`src/rtl/reduce_gate_pipe_pkg.sv`:
```
// rtl/reduce_gate_pipe_pkg.sv - op codes, base-op decode, identity and tree-depth helpers
package reduce_gate_pipe_pkg;

  localparam logic [2:0] OP_AND  = 3'd0;
  localparam logic [2:0] OP_OR   = 3'd1;
  localparam logic [2:0] OP_XOR  = 3'd2;
  localparam logic [2:0] OP_NAND = 3'd4;
  localparam logic [2:0] OP_NOR  = 3'd5;
  localparam logic [2:0] OP_XNOR = 3'd6;

  localparam int BASE_W = 2;

  typedef enum logic [BASE_W-1:0] {
    BASE_AND  = 2'd0,
    BASE_OR   = 2'd1,
    BASE_XOR  = 2'd2,
    BASE_RSVD = 2'd3
  } base_op_e;

  // Neutral element used to pad unused tree inputs; the reserved code behaves as AND.
  function automatic logic identity(input logic [BASE_W-1:0] base);
    return (base == BASE_OR || base == BASE_XOR) ? 1'b0 : 1'b1;
  endfunction

  function automatic int ipow(input int b, input int e);
    int r;
    r = 1;
    for (int i = 0; i < e; i++) r = r * b;
    return r;
  endfunction

  function automatic int calc_levels(input int w, input int g);
    int n;
    int l;
    n = 1;
    l = 0;
    while (n < w) begin
      n = n * g;
      l = l + 1;
    end
    return (l < 1) ? 1 : l;
  endfunction

endpackage

```
`src/rtl/reduce_gate_pipe_node.sv`:
```
// rtl/reduce_gate_pipe_node.sv - combinational GROUP-input AND/OR/XOR tree node
module reduce_node
  import reduce_gate_pipe_pkg::*;
#(
  parameter int GROUP = 3
) (
  input  logic [GROUP-1:0]  data,
  input  logic [BASE_W-1:0] op,
  output logic              result
);

  always_comb begin
    result = &data;
    case (op)
      BASE_OR:  result = |data;
      BASE_XOR: result = ^data;
      default:  result = &data;
    endcase
  end

endmodule

```
`src/rtl/reduce_gate_pipe.sv`:
```
// rtl/reduce_gate_pipe.sv - pipelined WIDTH-bit logic reduction tree with valid/ready handshake
module reduce_gate_pipe
  import reduce_gate_pipe_pkg::*;
#(
  parameter int WIDTH = 9,
  parameter int GROUP = 3
) (
  input  logic             clk,
  input  logic             rst,
  input  logic             in_valid,
  output logic             in_ready,
  input  logic [WIDTH-1:0] in_data,
  input  logic [2:0]       in_op,
  output logic             out_valid,
  input  logic             out_ready,
  output logic             out_data,
  output logic [2:0]       out_op
);

  localparam int LEVELS = calc_levels(WIDTH, GROUP);
  localparam int PW     = ipow(GROUP, LEVELS);

  logic          adv;
  logic [PW-1:0] pad_data;

  assign adv      = !out_valid || out_ready;
  assign in_ready = adv;

  // Padding is only needed at the first level: all-pad nodes already yield the identity.
  always_comb begin
    pad_data              = {PW{identity(in_op[1:0])}};
    pad_data[WIDTH-1:0]   = in_data;
  end

  for (genvar k = 0; k < LEVELS; k++) begin : lvl
    localparam int NIN  = ipow(GROUP, LEVELS - k);
    localparam int NOUT = NIN / GROUP;

    logic [NIN-1:0]  d_in;
    logic [2:0]      op_in;
    logic            v_in;
    logic [NOUT-1:0] node_out;
    logic [NOUT-1:0] q;
    logic [2:0]      op_q;
    logic            v_q;
    logic            inv;

    if (k == 0) begin : g_first
      assign d_in  = pad_data;
      assign op_in = in_op;
      assign v_in  = in_valid;
    end else begin : g_next
      assign d_in  = lvl[k-1].q;
      assign op_in = lvl[k-1].op_q;
      assign v_in  = lvl[k-1].v_q;
    end

    for (genvar j = 0; j < NOUT; j++) begin : node
      reduce_node #(.GROUP(GROUP)) u_node (
        .data   (d_in[j*GROUP +: GROUP]),
        .op     (op_in[1:0]),
        .result (node_out[j])
      );
    end

    // Inversion belongs to the final stage only; inner levels must stay un-inverted.
    assign inv = (k == LEVELS - 1) ? op_in[2] : 1'b0;

    always_ff @(posedge clk) begin
      if (rst) begin
        q    <= '0;
        op_q <= '0;
        v_q  <= 1'b0;
      end else if (adv) begin
        q    <= node_out ^ {NOUT{inv}};
        op_q <= op_in;
        v_q  <= v_in;
      end
    end
  end

  assign out_valid = lvl[LEVELS-1].v_q;
  assign out_data  = lvl[LEVELS-1].q[0];
  assign out_op    = lvl[LEVELS-1].op_q;

endmodule

```
`config.mk`:
```
export PLATFORM = sky130hd
export DESIGN_NAME = reduce_gate_pipe
export DESIGN_NICKNAME = d
export VERILOG_FILES = /design/src/rtl/reduce_gate_pipe_pkg.sv /design/src/rtl/reduce_gate_pipe_node.sv /design/src/rtl/reduce_gate_pipe.sv
export SDC_FILE = /design/constraint.sdc
export NUM_CORES = 1
export LEC_CHECK = 0
export CORE_AREA = 2 2 43 45
export CTS_CLUSTER_DIAMETER = 50
export DETAILED_ROUTE_END_ITERATION = 10
export DIE_AREA = 0 0 45 47
export MAX_ROUTING_LAYER = met4
export PLACE_DENSITY = 0.8
export SLEW_MARGIN = 20
export SYNTH_ARGS = -nofsm -noshare
export SYNTH_HDL_FRONTEND = slang
export SYNTH_SLANG_ARGS = --single-unit
```
`constraint.sdc`:
```
create_clock -name clk -period 2.3 [get_ports clk]
set_input_delay 0.46 -clock clk [delete_from_list [all_inputs] [get_ports clk]]
set_output_delay 0.46 -clock clk [all_outputs]
set_load 0.02 [all_outputs]
```
== Word level (Yosys, flattened, before mapping) ==
Cells that the tools add are included.
W data, S select, Z words.
Storage, ports and cells
  flip-flop bits (word level): 12
  output and inout port bits: 6
Cells by class
  equality and inequality tests: 4
  reductions and logical operators: 14
  multiplexer cells: 4
  bitwise logic cells: 1
Operators with widths (count)
  $reduce_and A3 Y1: 4
  $reduce_or A3 Y1: 4
  $reduce_xor A3 Y1: 4
  $pmux W1 S2: 4
  $eq A2 B1 Y1 const B: 2
  $eq A2 B2 Y1 const B: 2
  $logic_not A1 Y1: 1
  $logic_or A1 B1 Y1: 1
  $xor A1 B1 Y1: 1

== Depth between registers and ports, before layout ==
  depth after elaboration: 3
  depth in mapped cells: 6

== Hierarchy ==
From an unflattened synthesis, not the netlist that was laid out.
Second synthesis, totals
  cell total of the unflattened synthesis: 116
  area total of the unflattened synthesis: 868.3 um^2
By module, submodules not included
  reduce_gate_pipe: cells each 52, seq. area each 240.2 um^2, instances 1, area an instance 437.9 um^2
  reduce_node: cells each 16, seq. area each 0.0 um^2, instances 4, area an instance 107.6 um^2

== Worst setup path after synthesis ==
OpenSTA, ideal clock, no wires.
  kind: register to register
  start: register lvl[0].op_q[0]
  end: register lvl[1].q (netlist: out_data)
  library setup time: 0.062 ns
  stages on the path, launching flop included: 6
  path slack: 0.814 ns
  path buffers: 0
  data arrival time: 1.424 ns
  path through: dfxtp_1 > inv_1 > ha_1 > o311a_1 > or3_1 > nand3_1
On the way
  word-level cells in the longest chain between the ends: 3
RTL lines
  from (decl): RTL line reduce_gate_pipe.sv:44  | logic [2:0] op_q;
  from (signal assigned): RTL line reduce_gate_pipe.sv:76  | op_q <= op_in;
  $eq A2 B2 Y1 / $eq A2 B1 Y1 (equally long branches): RTL line reduce_gate_pipe_node.sv:14  | case (op)
  $pmux W1 S2 (*): RTL line reduce_gate_pipe_node.sv:14
  $xor A1 B1 Y1 (*): RTL line reduce_gate_pipe.sv:75  | q <= node_out ^ {NOUT{inv}};
  to (signal assigned): RTL line reduce_gate_pipe.sv:75
  to (decl): RTL line reduce_gate_pipe.sv:43  | logic [NOUT-1:0] q;
Mark *: on every way between the ends. The rest lies on a longest branch, timed or not.
A chain may end at the register's enable or synchronous reset.

== Worst setup path in the final report ==
  start: input port out_ready
  end: output port in_ready
On the way
  word-level cells in the longest chain between the ends: 1
RTL lines
  from (decl): RTL line reduce_gate_pipe.sv:15  | input logic out_ready,
  $logic_or A1 B1 Y1: RTL line reduce_gate_pipe.sv:26  | assign adv = !out_valid || out_ready;
  to (decl): RTL line reduce_gate_pipe.sv:11  | output logic in_ready,
No other way between the ends.

==> impl_metrics.json <==
{
  "syn-num-nets": 125,
  "drc_errors": 0,
  "reg2regPathDepth": 5,
  "grt_max_degree": 15,
  "startpoint_type": "primary input",
  "overflow": 0,
  "whs_endpoint": "out_op[0]",
  "p_leak_nw": 0.471,
  "syn_inst": 97,
  "slew_headroom_pct": 85.3,
  "p_per_area_nw_per_um2": 498,
  "arrival_ns": 1.75,
  "fp.coreArea_sq_um": 1650,
  "antenna_found_initial": 0,
  "cts-root-buf": "clkbuf_4",
  "cts_resized": 0,
  "holdWs_ns": 0.450,
  "clock.fmax_mhz": 452,
  "critical_path_class": "in2out",
  "fin_worst_skew_ns": 0.00316,
  "routed_wl_um": 1530,
  "tightest_slew_ns": 0.219,
  "ir_drop_uv": 232,
  "dr_total_vias": 730,
  "yosysSeqAreaShare_pct": 31.0,
  "layout_commonest_cell": "clkdlybuf4s50_1",
  "initial_core_util_pct": 46.9,
  "hold_start": "out_op[0]",
  "status": "complete, no violations",
  "antenna_left": 0,
  "netlist_area_sq_um": 774,
  "hold_viol": 0,
  "die_w_um": 45,
  "yosys_warnings": 0,
  "insertedDiodeCount": 0,
  "drive_gt1_share_pct": 6.56,
  "cts_made_buffers": 3,
  "fillCellCount": 164,
  "drtIter0Drc": 2,
  "ys_types": 25,
  "h-tree-depth": 1,
  "via_per_inst": 5.25,
  "reg2reg_from": "lvl[0].op_q[0]",
  "dp_hpwl_um": 1230,
  "tns_ns": 0,
  "clk_path_buf_depth": 2,
  "postCtsSetupBuffers": 0,
  "period_needed_ns": 2.21,
  "area_growth_pct": 35.7,
  "total_power_mw": 0.523,
  "grt_pass1_vias": 731,
  "dieArea_sq_um": 2120,
  "reg2reg_slack_ns": 0.70,
  "rsz0062_at_grt": "no",
  "worstPathRequired_ns": 1.84,
  "hold_path_class": "reg2reg",
  "hold_depth": 2,
  "io_pins": 22,
  "final_cell_mix": "21 x clkdlybuf4s50_1, 14 x nand2_1, 13 x inv_1",
  "critPathMaxFanout": 2,
  "synth_seq_cells": 12,
  "r2r-end": "out_data",
  "gr-usage-all-layers_pct": 19.3,
  "min_period_over_period_pct": 96.3,
  "wl_per_cell_um": 11.0,
  "clock_sinks": 12,
  "slew_violations": 0,
  "dr.pass1.iters": 3,
  "avgSynthCellArea_sq_um": 7.98,
  "die_h_um": 47,
  "postCtsHoldBufs": 0,
  "portBuffers": 21,
  "gp_routability_congestion": 0.703,
  "rows": 15,
  "cp-end-kind": "primary output",
  "clk_latency_ns": 0.28,
  "maxCapViolations": 0,
  "grt_pass1_wl_um": 2770,
  "fin_nets": 151,
  "cts_tree": "built",
  "clkTransAtPathRegs_ns": 0.07,
  "setup_viol_count_final": 0
}
[registers in the layout (all words and copies together), names as in the netlist]
| signal | flops |
|---|---|
| lvl.q | 3 |
| lvl.op_q | 3 |
| lvl.v_q | 1 |
| out_valid | 1 |
| out_data | 1 |
| out_op | 3 |
[layout make-up]
| type | instances | area, sq um | area share (%) |
|---|---|---|---|
| clock buffers | 4 | 36.3 | 3.45 |
| inverters | 13 | 48.8 | 4.64 |
| multi-input cells | 69 | 472 | 44.9 |
| flip-flops and latches | 12 | 240 | 22.9 |
| well taps | 17 | 21.3 | 2.02 |
| repair buffers | 24 | 233 | 22.1 |
[worst max path at each step]
stage                              start  endpoint  slack (ns)  cells past startpoint
final                          out_ready  in_ready        0.09                      4
after global routing           out_ready  in_ready        0.03                      4
after global placement         out_ready  in_ready        0.08                      4
after detailed placement       out_ready  in_ready        0.08                      4
after floorplan           lvl[0].op_q[0]  out_data        0.81                      5
after CTS                      out_ready  in_ready        0.08                      4
[cells in the mapped netlist]
cell | instances | area, sq um
clkbuf_1 | 1 | 3.75
or2b_1 | 1 | 7.51
o21ai_0 | 3 | 15.0
a22oi_1 | 2 | 15.0
a311oi_1 | 1 | 8.76
or3_1 | 1 | 6.26
o21a_1 | 2 | 15.0
a31oi_1 | 1 | 6.26
a31o_2 | 1 | 8.76
nand3b_1 | 4 | 30.0
nand2_1 | 14 | 52.6
nor3_1 | 1 | 5.00
nand2b_1 | 4 | 25.0
a211oi_1 | 1 | 7.51
inv_1 | 13 | 48.8
nor2b_1 | 2 | 12.5
nand3_1 | 3 | 15.0
xor2_1 | 2 | 17.5
ha_1 | 12 | 150
nor2_1 | 3 | 11.3
o311a_1 | 1 | 10.0
dfxtp_1 | 12 | 240
and2b_1 | 1 | 7.51
a21oi_1 | 9 | 45.0
buf_2 | 2 | 10.0
[per-stage QoR]
stage,instance area [sq um],util [%],setup WS (ns),std cells
after floorplan,774,-,0.814,97
after global placement,1010,61.4,0.0822,135
after detailed placement,1010,61.4,0.0792,135
after CTS,1050,63.6,0.0779,139
after global routing,1050,63.6,0.0288,139
final,1050,63.6,0.0861,139
[kinds of logic (layout without fill, tap and decap cells)]
| kind of cell | count (synthesis) | count (layout) | share of synthesized area [%] |
|---|---|---|---|
| flops | 12 | 12 | 31.0 |
| compound gates | 21 | 21 | 17.0 |
| fa+ha+maj | 12 | 12 | 19.4 |
| buf+inv | 16 | 41 | 8.08 |
| xor+xnor | 2 | 2 | 2.26 |
| simple gates | 34 | 34 | 22.3 |
[metal layers]
layer	GRT usage, %	wire, um
met3	5.00	61
met1	17.3	612
met4	13.5	48
met2	35.1	811
met5	-	0
[critical path: stages]
cell	delay, ns
clkdlybuf4s50_1	0.44
and2b_1	0.18
inv_1	0.07
clkdlybuf4s50_1	0.60
[power breakdown]
group          total, mW  internal, mW  switching (mW)
Combinational      0.124        0.0682          0.0555
Clock              0.169        0.0963          0.0732
Sequential         0.230         0.221         0.00854
Power figures use the tool's default switching activity.
